## src/rtl/fust_issue_scheduler.sv

```systemverilog
// Per-FU status table: dispatch allocates rows, writeback wakes operand tags, and a
// round-robin picker offers one READY row per cycle to execute.
module fust_issue_scheduler #(
    parameter int NUM_FU = 5,
    parameter int TAG_W  = 2
) (
    input  logic                      CLK,
    input  logic                      RST,
    input  logic                      alloc_en,
    input  logic [$clog2(NUM_FU)-1:0] alloc_fu,
    input  logic [TAG_W-1:0]          alloc_t1,
    input  logic [TAG_W-1:0]          alloc_t2,
    input  logic                      wb_en,
    input  logic [TAG_W-1:0]          wb_tag,
    input  logic                      issue_ready,
    input  logic                      done_en,
    input  logic [$clog2(NUM_FU)-1:0] done_fu,
    input  logic                      flush,
    input  logic                      freeze,
    output logic                      issue_valid,
    output logic [$clog2(NUM_FU)-1:0] issue_fu,
    output logic [NUM_FU*2-1:0]       fust_state,
    output logic                      alloc_err
);

    localparam int FU_W = $clog2(NUM_FU);

    typedef enum logic [1:0] {
        S_IDLE   = 2'd0,
        S_WAIT   = 2'd1,
        S_READY  = 2'd2,
        S_ISSUED = 2'd3
    } row_state_t;

    row_state_t       r_state [NUM_FU];
    logic [TAG_W-1:0] r_t1    [NUM_FU];
    logic [TAG_W-1:0] r_t2    [NUM_FU];
    logic [FU_W-1:0]  r_rr_ptr;
    logic             r_alloc_err;

    row_state_t       w_state_nxt [NUM_FU];
    logic [TAG_W-1:0] w_t1_nxt    [NUM_FU];
    logic [TAG_W-1:0] w_t2_nxt    [NUM_FU];
    logic [FU_W-1:0]  w_rr_nxt;

    logic [NUM_FU-1:0] w_cand;
    logic [NUM_FU-1:0] w_done_hit;
    logic [NUM_FU-1:0] w_alloc_hit;
    logic [NUM_FU-1:0] w_row_free;
    logic              w_wb_hit;
    logic              w_alloc_ok;
    logic              w_alloc_bad;
    logic              w_grant;
    logic [TAG_W-1:0]  w_eff_t1;
    logic [TAG_W-1:0]  w_eff_t2;
    int                w_idx;

    // A producer completing in the same cycle as the alloc is bypassed into the row.
    assign w_wb_hit = wb_en && (wb_tag != '0);
    assign w_eff_t1 = (w_wb_hit && (alloc_t1 == wb_tag)) ? '0 : alloc_t1;
    assign w_eff_t2 = (w_wb_hit && (alloc_t2 == wb_tag)) ? '0 : alloc_t2;

    always_comb begin
        w_cand      = '0;
        w_done_hit  = '0;
        w_alloc_hit = '0;
        w_row_free  = '0;
        for (int i = 0; i < NUM_FU; i++) begin
            w_cand[i]      = (r_state[i] == S_READY) && !freeze;
            w_done_hit[i]  = done_en && (done_fu == FU_W'(i)) && (r_state[i] == S_ISSUED);
            w_alloc_hit[i] = alloc_en && (alloc_fu == FU_W'(i));
            w_row_free[i]  = (r_state[i] == S_IDLE) || w_done_hit[i];
        end
    end

    // Out-of-range alloc_fu matches no row, so it lands in the error path.
    assign w_alloc_ok  = alloc_en && !flush && (|(w_alloc_hit & w_row_free));
    assign w_alloc_bad = alloc_en && !flush && !(|(w_alloc_hit & w_row_free));

    always_comb begin
        issue_valid = 1'b0;
        issue_fu    = '0;
        w_idx       = 0;
        for (int k = 0; k < NUM_FU; k++) begin
            w_idx = int'(r_rr_ptr) + k;
            if (w_idx >= NUM_FU) w_idx = w_idx - NUM_FU;
            if (!issue_valid && w_cand[w_idx]) begin
                issue_valid = 1'b1;
                issue_fu    = FU_W'(w_idx);
            end
        end
    end

    assign w_grant = issue_valid && issue_ready && !flush;

    always_comb begin
        w_rr_nxt = r_rr_ptr;
        if (w_grant) begin
            w_rr_nxt = (issue_fu == FU_W'(NUM_FU - 1)) ? '0 : issue_fu + FU_W'(1);
        end
    end

    always_comb begin
        for (int i = 0; i < NUM_FU; i++) begin
            w_state_nxt[i] = r_state[i];
            w_t1_nxt[i]    = r_t1[i];
            w_t2_nxt[i]    = r_t2[i];
            if (flush) begin
                if ((r_state[i] == S_WAIT) || (r_state[i] == S_READY) || w_done_hit[i]) begin
                    w_state_nxt[i] = S_IDLE;
                    w_t1_nxt[i]    = '0;
                    w_t2_nxt[i]    = '0;
                end
            end else if (w_alloc_ok && w_alloc_hit[i]) begin
                w_t1_nxt[i]    = w_eff_t1;
                w_t2_nxt[i]    = w_eff_t2;
                w_state_nxt[i] = ((w_eff_t1 != '0) || (w_eff_t2 != '0)) ? S_WAIT : S_READY;
            end else begin
                case (r_state[i])
                    S_WAIT: begin
                        if (w_wb_hit && (r_t1[i] == wb_tag)) w_t1_nxt[i] = '0;
                        if (w_wb_hit && (r_t2[i] == wb_tag)) w_t2_nxt[i] = '0;
                        if ((w_t1_nxt[i] == '0) && (w_t2_nxt[i] == '0)) w_state_nxt[i] = S_READY;
                    end
                    S_READY: begin
                        if (w_grant && (issue_fu == FU_W'(i))) w_state_nxt[i] = S_ISSUED;
                    end
                    S_ISSUED: begin
                        if (w_done_hit[i]) begin
                            w_state_nxt[i] = S_IDLE;
                            w_t1_nxt[i]    = '0;
                            w_t2_nxt[i]    = '0;
                        end
                    end
                    default: ;
                endcase
            end
        end
    end

    always_ff @(posedge CLK or posedge RST) begin
        if (RST) begin
            for (int i = 0; i < NUM_FU; i++) begin
                r_state[i] <= S_IDLE;
                r_t1[i]    <= '0;
                r_t2[i]    <= '0;
            end
            r_rr_ptr    <= '0;
            r_alloc_err <= 1'b0;
        end else begin
            for (int i = 0; i < NUM_FU; i++) begin
                r_state[i] <= w_state_nxt[i];
                r_t1[i]    <= w_t1_nxt[i];
                r_t2[i]    <= w_t2_nxt[i];
            end
            r_rr_ptr    <= w_rr_nxt;
            r_alloc_err <= w_alloc_bad;
        end
    end

    always_comb begin
        fust_state = '0;
        for (int i = 0; i < NUM_FU; i++) begin
            fust_state[2*i +: 2] = r_state[i];
        end
    end

    assign alloc_err = r_alloc_err;

endmodule

```

## config.mk

```make
export PLATFORM = sky130hd
export DESIGN_NAME = fust_issue_scheduler
export DESIGN_NICKNAME = d
export VERILOG_FILES = /design/src/rtl/fust_issue_scheduler.sv
export SDC_FILE = /design/constraint.sdc
export NUM_CORES = 1
export LEC_CHECK = 0
export ABC_AREA = 0
export BUFFER_PORTS_ARGS = -buffer_cell sky130_fd_sc_hd__buf_4
export CAP_MARGIN = 5
export CORE_AREA = 5 5 106 108
export CTS_CLUSTER_SIZE = 10
export DETAILED_ROUTE_END_ITERATION = 8
export DIE_AREA = 0 0 111 113
export SKIP_CTS_REPAIR_TIMING = 1
export SLEW_MARGIN = 5
export SYNTH_ARGS = -nofsm -noshare
export SYNTH_HDL_FRONTEND = slang
export SYNTH_SLANG_ARGS = --single-unit
```

## constraint.sdc

```tcl
create_clock -name CLK -period 11.1 [get_ports CLK]
set_clock_uncertainty 0.2 [all_clocks]
set_input_delay 2.22 -clock CLK [delete_from_list [all_inputs] [get_ports CLK]]
set_output_delay 2.22 -clock CLK [all_outputs]
set_load 0.1 [all_outputs]
```

# == Word level (Yosys, flattened, before mapping) ==
# Cells that the tools add are included.
# W data, S select, Z words.
# word_totals
inputBits,20
out_inout_bits,15
ff_bits,34
elab_cells,358
# op_classes
n_reduce_logical,122
addsub,10
bitwise_logic,1
mux,139
magnitude_cmp,10
n_eq_ne,59
# ops
operator,n
$mux W2,93
$lt A32 B5 Y1 const B,5
$mux W32,5
$logic_and A1 B1 Y1,57
$ne A4 B2 Y1 const B,10
$pmux W2 S2,10
$logic_not A2 Y1,15
$pmux W2 S3,5
$reduce_and A5 Y1,5
$reduce_bool A5 Y1,5
$eq A2 B2 Y1,12
$eq A2 B2 Y1 const B,10
$ne A4 B3 Y1 const B,5
$reduce_bool A4 Y1,5
$sub A4 B3 Y5 const B,4
$eq A3 B2 Y1 const B,6
$mux W3,6
$ge A4 B3 Y1 const B,4
$logic_or A1 B1 Y1,16
$bmux W1 S3,5
$mux W1,15
$reduce_and A3 Y1,5
$eq A2 B1 Y1 const B,5
$ne A2 B1 Y1 const B,5
13 further kinds,28

# == Depth between registers and ports, before layout ==
# Gate-level depths: netlist of run 1.
# depth
ltp_word,25
ltp_mapped,23
ltp_nobuf,20

# == Worst setup path after synthesis of run 1 ==
# No wires, ideal clock.
# synth_timing
path_kind,input-to-output
from,input freeze
to,output issue_fu[2]
path_stages,8
path_buffers,0
arrival_time_ps,4098
required_time_ps,8680
slack_ps,4582
cell_sequence,nor2b_1 > nand2_1 > or4_4 > o311ai_4 > nand4bb_4 > or3_4 > o21ai_4 > inv_1
# synth_between
elab_chain_cells,18
elab_cells_between_ends,38
cone_classes,mux: 24; reduce/logical: 14
# synth_lines
item,line,rtl
from (decl),19,"input logic freeze,"
$logic_not A1 Y1 *,69,w_cand[i] = (r_state[i] == S_READY) && !freeze;
$logic_and A1 B1 Y1,69,
$bmux W1 S3,87,if (!issue_valid && w_cand[w_idx]) begin
$mux W1 (implied by the code) (2 in a row),87,
$mux W1,87,
$logic_not A1 Y1,87,
$logic_and A1 B1 Y1,87,
$mux W1,87,
$logic_not A1 Y1,87,
$logic_and A1 B1 Y1,87,
$mux W1,87,
$logic_not A1 Y1,87,
$logic_and A1 B1 Y1,87,
$mux W1,87,
$logic_not A1 Y1,87,
$logic_and A1 B1 Y1,87,
$mux W3 *,87,
to (decl),21,"output logic [$clog2(NUM_FU)-1:0] issue_fu,"
# Mark *: on every way between the ends. The rest lies on a longest branch, timed or not. The select of a mux whose other input is x is not followed.

# == Final worst setup path of run 1 ==
# layout_timing
from,register r_rr_ptr[0]
to,output issue_fu[1]
# layout_between
elab_chain_cells,18
elab_cells_between_ends,51
cone_classes,add/sub: 9; order compare: 5; mux: 29; reduce/logical: 8
# layout_lines
item,line,rtl
from (decl),38,logic [FU_W-1:0] r_rr_ptr;
from (signal assigned),156,r_rr_ptr <= w_rr_nxt;
"parallel branches: the longest is 17 deep, another holds $sub A4 B3 Y5",-,
$mux W3 *,87,
# Every way passes the cells marked *. The select of a mux whose other input is x is not followed.

==> run_results.csv, run 1 <==
group,metric,value,unit
routing,drc,0,
critical_path,reg2reg_depth,16,
final_layout,design_area,4760,sq um
sta,hold_violations,0,
final_layout,layout-drive-gt1-share,11.5,%
synthesis,postSynthAreaPerCell,7.57,sq um
floorplanning,io_pins,35,
worst_hold_path,whs_path_depth,2,
cts,cts_tree,"done",
critical_path,r2r_start,"r_rr_ptr[0]",
synthesis,synth-edff-count,0,
cts,path_clk_slew,0.08,ns
synthesis,synth.distinct_cells,85,
routing,first_iter_violations,462,
sta,finalSetupTns,0,ns
global_routing,antenna_found_initial,0,
placement,place.gp.congestion,0.927,
cts,clock-sinks,34,
floorplanning,die_h,113,um
placement,port-buffer-count,34,
placement,postPlaceCellArea,4670,sq um
sta,worst_pin_slew,0.759,ns
sta,fin_crit,6.79,ns
worst_hold_path,hold_path_end,"r_t1[9]",
critical_path,cp_top_family,"compound AO/OA/AOI/OAI gates",
critical_path,cp_max_fo,23,
sta,period_share,61.2,%
critical_path,worst-r2r-setup-slack,5.91,ns
critical_path,arrival,4.37,ns
floorplanning,core,10100,sq um
global_routing,grt_max_degree,39,
cts,numCtsBuffers,5,
run_status,status,"finished, final reports clean",
global_routing,grt_overflow,0,
global_routing,grt_pass1_vias,4184,
routing,num_vias,4422,
sta,slew_headroom,48.1,%
run,drv_cap,0,
placement,hpwl,9860,um
critical_path,path_cells,"inv_2 > ha_1 > nand2_1 > o41ai_1 > a21o_1 > nor4b_1 > or3_1 > nor3_1 > a21oi_1 > nor2_1 > a311o_1 > buf_4",
routing,vias_per_cell,6.09,
synthesis,syn-cell-area,4370,sq um
critical_path,slowest_delay,0.85,ns
sta,timing.fmax,0.147,GHz
floorplanning,start_util,43.1,%
routing,drt_wl_total,13100,um
floorplanning,die_w,111,um
cts,cts_max_path_buffers,2,
cts,cts_max_level,2,
critical_path,cp.required,8.68,ns
final_layout,fin_nets,647,
global_routing,grt_pass1_wl,21600,um
worst_hold_path,hold_class,"register to register",
cts,insertion_delay,0.30,ns
critical_path,worst-path-buf-inv,2,
synthesis,ys_ff_latch,34,
synthesis,netlist_instances,578,
routing,drt-pass1-iter-count,5,
synthesis,ys_warn_count,0,
sta,drv_slew,0,
sta,setup_viol,0,
worst_hold_path,holdCritStartpoint,"r_t1[9]",
critical_path,critical-path-slowest-cell,"dfrtp_1",
synthesis,synth_ff_type,"dfrtp_1",
critical_path,start_kind,"register",
synthesis,ys_seq_area_share,19.5,%
critical_path,r2r-end,"fust_state[6]",
sta,rsz0062_at_grt,"false",
final_layout,antenna_cells,0,
synthesis,synth_fp_nets,636,
cts,cts_root_buffer,"clkbuf_8",
routing,wl_per_cell,18.0,um
routing,drtAntennaViolNets,0,
floorplanning,rows,37,
final_layout,syn_to_final_growth,8.87,%
global_routing,grtUsageTotal,20.8,%
critical_path,crit_path_end_kind,"primary output",
critical_path,critPathKind,"register to primary output",
floorplanning,die_area,12500,sq um
synthesis,async_flop_share,100,%
[placed cells by master, fill, tap and decap left out, types with 15 or more instances in the layout]
cell type and instances:
nand2_1 57, o21ai_0 55, nor2_1 39, a21oi_1 39, ha_1 38, buf_4 35
inv_1 34, dfrtp_1 34, nand3_1 33, nor2b_1 15
[worst register-to-register path: cells and delay by family (launching register included)]
family | cells | cell delay (ns)
adder cells (fa/ha/maj) | 3 | 0.98
buffers and inverters | 1 | 0.29
flip-flops | 1 | 0.85
AO/OA/AOI/OAI | 5 | 1.17
AND/OR/NAND/NOR | 6 | 1.36
multiplexers | 1 | 0.27
[worst max path at each step]
stage                      startpoint           to  cells after the start  slack [ns]
final                     r_rr_ptr[0]  issue_fu[1]                     12        4.31
after CTS                 r_rr_ptr[0]  issue_fu[1]                     12        4.33
after global placement         freeze  issue_fu[1]                      9        4.54
after global routing      r_rr_ptr[0]  issue_fu[1]                     12        3.95
after floorplan                freeze  issue_fu[2]                      8        4.58
after detailed placement       freeze  issue_fu[1]                      9        4.50
[kinds of logic after synthesis]
group                      share of synthesized area [%]
AOI/OAI and AO/OA                                   31.1
xor gates and xnor gates                            3.80
adders and majority gates                           10.9
buffers and inverters                               6.29
DFF                                                 19.5
muxes                                               3.32
and+or+nand+nor                                     25.2
[layer usage]
metal / track usage, % / vias to the layer above / wire, um
met5: 0 / - / 0
met4: 6.16 / 0 / 294
met3: 2.30 / 20 / 690
met2: 33.4 / 149 / 6020
met1: 29.4 / 2113 / 6090
li1: - / 2140 / -
[final cells by class]
cell class | count | area, sq um
fill | 1044 | 5380
sequential | 34 | 851
tap | 136 | 170
timing repair buffer | 35 | 263
inverter | 36 | 135
clock inverter | 2 | 12.5
clock buffer | 6 | 82.6
multi-input combinational | 477 | 3250
[through the flow]
step           setup slack [ns]  std cells  hold slack, ns  util [%]
2_1_floorplan              4.58        578           0.327         -
3_3_place_gp               4.54        718           0.362      46.0
3_5_place_dp               4.50        718           0.371      46.0
4_1_cts                    4.33        726           0.387      47.0
5_1_grt                    3.95        726           0.419      47.0
6_report                   4.31        726           0.386      47.0
[cells in the mapped netlist, types with 3 or more instances]
| library cell | count | area, sq um |
|---|---|---|
| nand3b_1 | 3 | 22.5 |
| a31oi_1 | 9 | 56.3 |
| xnor2_1 | 12 | 105 |
| o21ai_0 | 55 | 275 |
| xor2_1 | 7 | 61.3 |
| inv_1 | 34 | 128 |
| nand2b_1 | 10 | 62.6 |
| a211oi_1 | 10 | 75.1 |
| o21ai_1 | 5 | 25.0 |
| and2_1 | 5 | 31.3 |
| o2bb2ai_1 | 4 | 35.0 |
| o21a_1 | 3 | 22.5 |
| o22ai_1 | 9 | 56.3 |
| and3_1 | 5 | 31.3 |
| or2_2 | 3 | 18.8 |
| a21oi_1 | 39 | 195 |
| buf_4 | 3 | 22.5 |
| o31ai_1 | 7 | 52.6 |
| nor2b_1 | 15 | 93.8 |
| ha_1 | 38 | 475 |
| mux2i_1 | 10 | 100 |
| nand4_1 | 5 | 31.3 |
| a311oi_1 | 3 | 26.3 |
| nor4_1 | 6 | 37.5 |
| o211a_1 | 3 | 30.0 |
| a21o_1 | 6 | 45.0 |
| nor3_1 | 7 | 35.0 |
| nand3_1 | 33 | 165 |
| a221oi_1 | 3 | 26.3 |
| a22oi_1 | 4 | 30.0 |
| or3_1 | 3 | 18.8 |
| o211ai_1 | 5 | 37.5 |
| nand2_1 | 57 | 214 |
| nor2_1 | 39 | 146 |
| buf_2 | 4 | 20.0 |
| clkbuf_1 | 22 | 82.6 |
| dfrtp_1 | 34 | 851 |
[state kept, by name (all words and copies together) (netlist names)]
register / cells
r_rr_ptr: 3
r_t1: 10
r_t2: 10
alloc_err: 1
fust_state: 10
Power of run 1 is left out: the tool's default activity adds up to more than one toggle a clock period on the data nets, which glitch-free logic cannot reach.
==> run 2, diff against run 1 <==
- ABC_AREA: 0 -> 1
- CORE_AREA: 5 5 106 108 -> 5 5 103 105
- DIE_AREA: 0 0 111 113 -> 0 0 108 110
- clock period: 11.1 -> 6.7 ns (I/O delays scaled with it)
==> run 2 against run 1 <==
Effect of this change:
- utilization is 0.70 points higher
- register-to-register slack worse by 3.5 ns
- count of clock-buffer cells in the layout is 1 higher
- routed wire length is 12% lower
- critical path type unchanged
- worst hold slack worse by 0.052 ns
- via count is 4.3% lower
==> run_results.csv, run 2 <==
group,metric,value,unit
synthesis,async_flop_share,100,%
final_layout,antenna_cells,0,
global_routing,grt_overflow,0,
critical_path,slowest_delay,0.73,ns
synthesis,synth_top_area_cell,"dfrtp_1",
final_layout,fin_nets,723,
floorplanning,die_w,108,um
critical_path,cp_max_fo,18,
worst_hold_path,holdCritStartpoint,"r_t2[3]",
final_layout,final_common_cell,"nand2_1",
floorplanning,rows,36,
critical_path,path_cells,"inv_2 > ha_1 > inv_1 > ha_1 > o21ai_0 > nand3_1 > nand3_1 > nand2_1 > a21oi_2 > nand3_2 > o2111ai_1 > o21ai_0 > inv_1 > buf_4",
sta,period_share,79.0,%
global_routing,grt_max_degree,35,
placement,place.gp.congestion,0.932,
synthesis,ys_ff_latch,34,
sta,timing.fmax,0.189,GHz
cts,cts_root_buffer,"clkbuf_8",
routing,wl_per_cell,14.5,um
floorplanning,die_h,110,um
sta,fin_crit,5.29,ns
final_layout,fillCellCount,1040,
critical_path,worst-r2r-setup-slack,2.39,ns
routing,vias_per_cell,5.30,
synthesis,synth_fp_nets,698,
sta,hold_violations,0,
synthesis,synth-edff-count,0,
cts,clock-sinks,34,
final_layout,fin_util,47.7,%
synthesis,syn-cell-area,4100,sq um
worst_hold_path,whs_path_depth,2,
placement,hpwl,9060,um
critical_path,cp_top_family,"compound AO/OA/AOI/OAI gates",
critical_path,reg2reg_depth,16,
critical_path,crit_path_end_kind,"primary output",
cts,numCtsBuffers,5,
run,drv_cap,0,
routing,drc,0,
routing,drt-pass1-iter-count,5,
critical_path,arrival,3.75,ns
critical_path,critical-path-slowest-cell,"dfrtp_1",
worst_hold_path,hold_class,"register to register",
floorplanning,io_pins,35,
floorplanning,die_area,11900,sq um
sta,finalSetupTns,0,ns
synthesis,synthTopCellsByArea,"dfrtp_1 (21%), nand2_1 (16%), ha_1 (12%), o21ai_0 (9.3%), nand3_1 (8.9%)",
routing,first_iter_violations,230,
global_routing,antenna_found_initial,0,
final_layout,mostFrequentLayoutCells,"nand2_1 (175), inv_1 (79), o21ai_0 (76)",
synthesis,synth.distinct_cells,38,
global_routing,grt_pass1_wl,19000,um
sta,setup_viol,0,
synthesis,synth_common_cells,"nand2_1 (175), inv_1 (79), o21ai_0 (76)",
synthesis,postSynthAreaPerCell,6.41,sq um
floorplanning,core,9550,sq um
routing,num_vias,4232,
worst_hold_path,hold_path_end,"r_t2[3]",
global_routing,grtUsageTotal,20.0,%
critical_path,worst-path-buf-inv,4,
critical_path,critPathKind,"register to primary output",
sta,worst_pin_slew,0.845,ns
final_layout,layout-drive-gt1-share,11.9,%
run_status,status,"finished, final reports clean",
critical_path,r2r_start,"r_rr_ptr[0]",
placement,port-buffer-count,34,
synthesis,yosysMostFrequentCell,"nand2_1",
cts,cts_max_level,2,
cts,cts_tree,"done",
routing,drt_wl_total,11600,um
cts,cts_max_path_buffers,2,
critical_path,r2r-end,"r_rr_ptr[2]",
critical_path,cp.required,5.16,ns
final_layout,multi_input_area,2860,sq um
final_layout,sequential_cell_area,851,sq um
cts,insertion_delay,0.29,ns
synthesis,netlist.area_leader.share,20.7,%
global_routing,grt_pass1_vias,3952,
floorplanning,start_util,43.0,%
routing,drtAntennaViolNets,0,
final_layout,syn_to_final_growth,10.9,%
synthesis,synth_ff_type,"dfrtp_1",
synthesis,ys_warn_count,0,
synthesis,netlist_instances,640,
cts,path_clk_slew,0.08,ns
critical_path,start_kind,"register",
sta,rsz0062_at_grt,"false",
synthesis,ys_seq_area_share,20.7,%
sta,drv_slew,0,
sta,slew_headroom,43.2,%
==> run 2: worst max path at each step <==
stage / from / to / slack (ns) / cells past startpoint
after floorplan: freeze / issue_fu[1] / 1.98 / 14
after global placement: r_rr_ptr[1] / issue_fu[1] / 1.80 / 14
after detailed placement: r_rr_ptr[0] / issue_fu[1] / 1.77 / 14
after CTS: r_rr_ptr[0] / issue_fu[1] / 1.44 / 14
after global routing: r_rr_ptr[0] / issue_fu[1] / 1.04 / 20
final: r_rr_ptr[0] / issue_fu[1] / 1.41 / 14
==> run 2: final cells by class <==
cell class / count / share of cell area (%)
clock buffers: 7 / 1.68
clock inverters: 1 / 0.660
inverters: 81 / 6.68
multi-input cells: 508 / 62.9
flip-flops and latches: 34 / 18.7
well taps: 133 / 3.66
repair buffers: 35 / 5.77
==> run 2: worst reg2reg max path: stages (launching register included) <==
cell     delay [ns]
dfrtp_1        0.73
inv_2          0.23
ha_1           0.25
inv_1          0.05
ha_1           0.28
o21ai_0        0.41
nand3_1        0.14
nand3_1        0.11
nand2_1        0.09
a21oi_2        0.24
nand3_2        0.16
o21ai_0        0.33
inv_1          0.17
ha_1           0.22
ha_1           0.28
or2_0          0.22
o22ai_1        0.13
==> run 2: routing by layer <==
| layer | vias up | wire length (um) | part of all wire (%) | track usage (%) |
|---|---|---|---|---|
| met3 | 33 | 474 | 4.1 | 2.39 |
| met5 | - | 0 | 0 | 0 |
| met1 | 1940 | 4990 | 43 | 24.2 |
| met4 | 0 | 496 | 4.3 | 9.20 |
| met2 | 111 | 5620 | 49 | 35.5 |
| li1 | 2148 | - | - | - |
==> run 2: through the flow <==
stage          cells  instance area [sq um]  hold slack, ns  worst slack [ns]
2_1_floorplan    640                   4100           0.292              1.98
3_3_place_gp     791                   4450           0.316              1.80
3_5_place_dp     791                   4450           0.321              1.77
4_1_cts          799                   4550           0.341              1.44
5_1_grt          799                   4550           0.365              1.04
6_report         799                   4550           0.334              1.41
==> run 2: cell families (layout without fill, tap and decap cells) <==
group	after synthesis	after routing	synth area share [%]
flops	34	34	20.7
compound gates	110	110	15.1
fa+ha+maj	38	38	11.6
buf+inv	98	124	9.54
simple gates	333	333	37.1
xor+xnor	27	27	5.95
Power of run 2 is left out for the same reason.
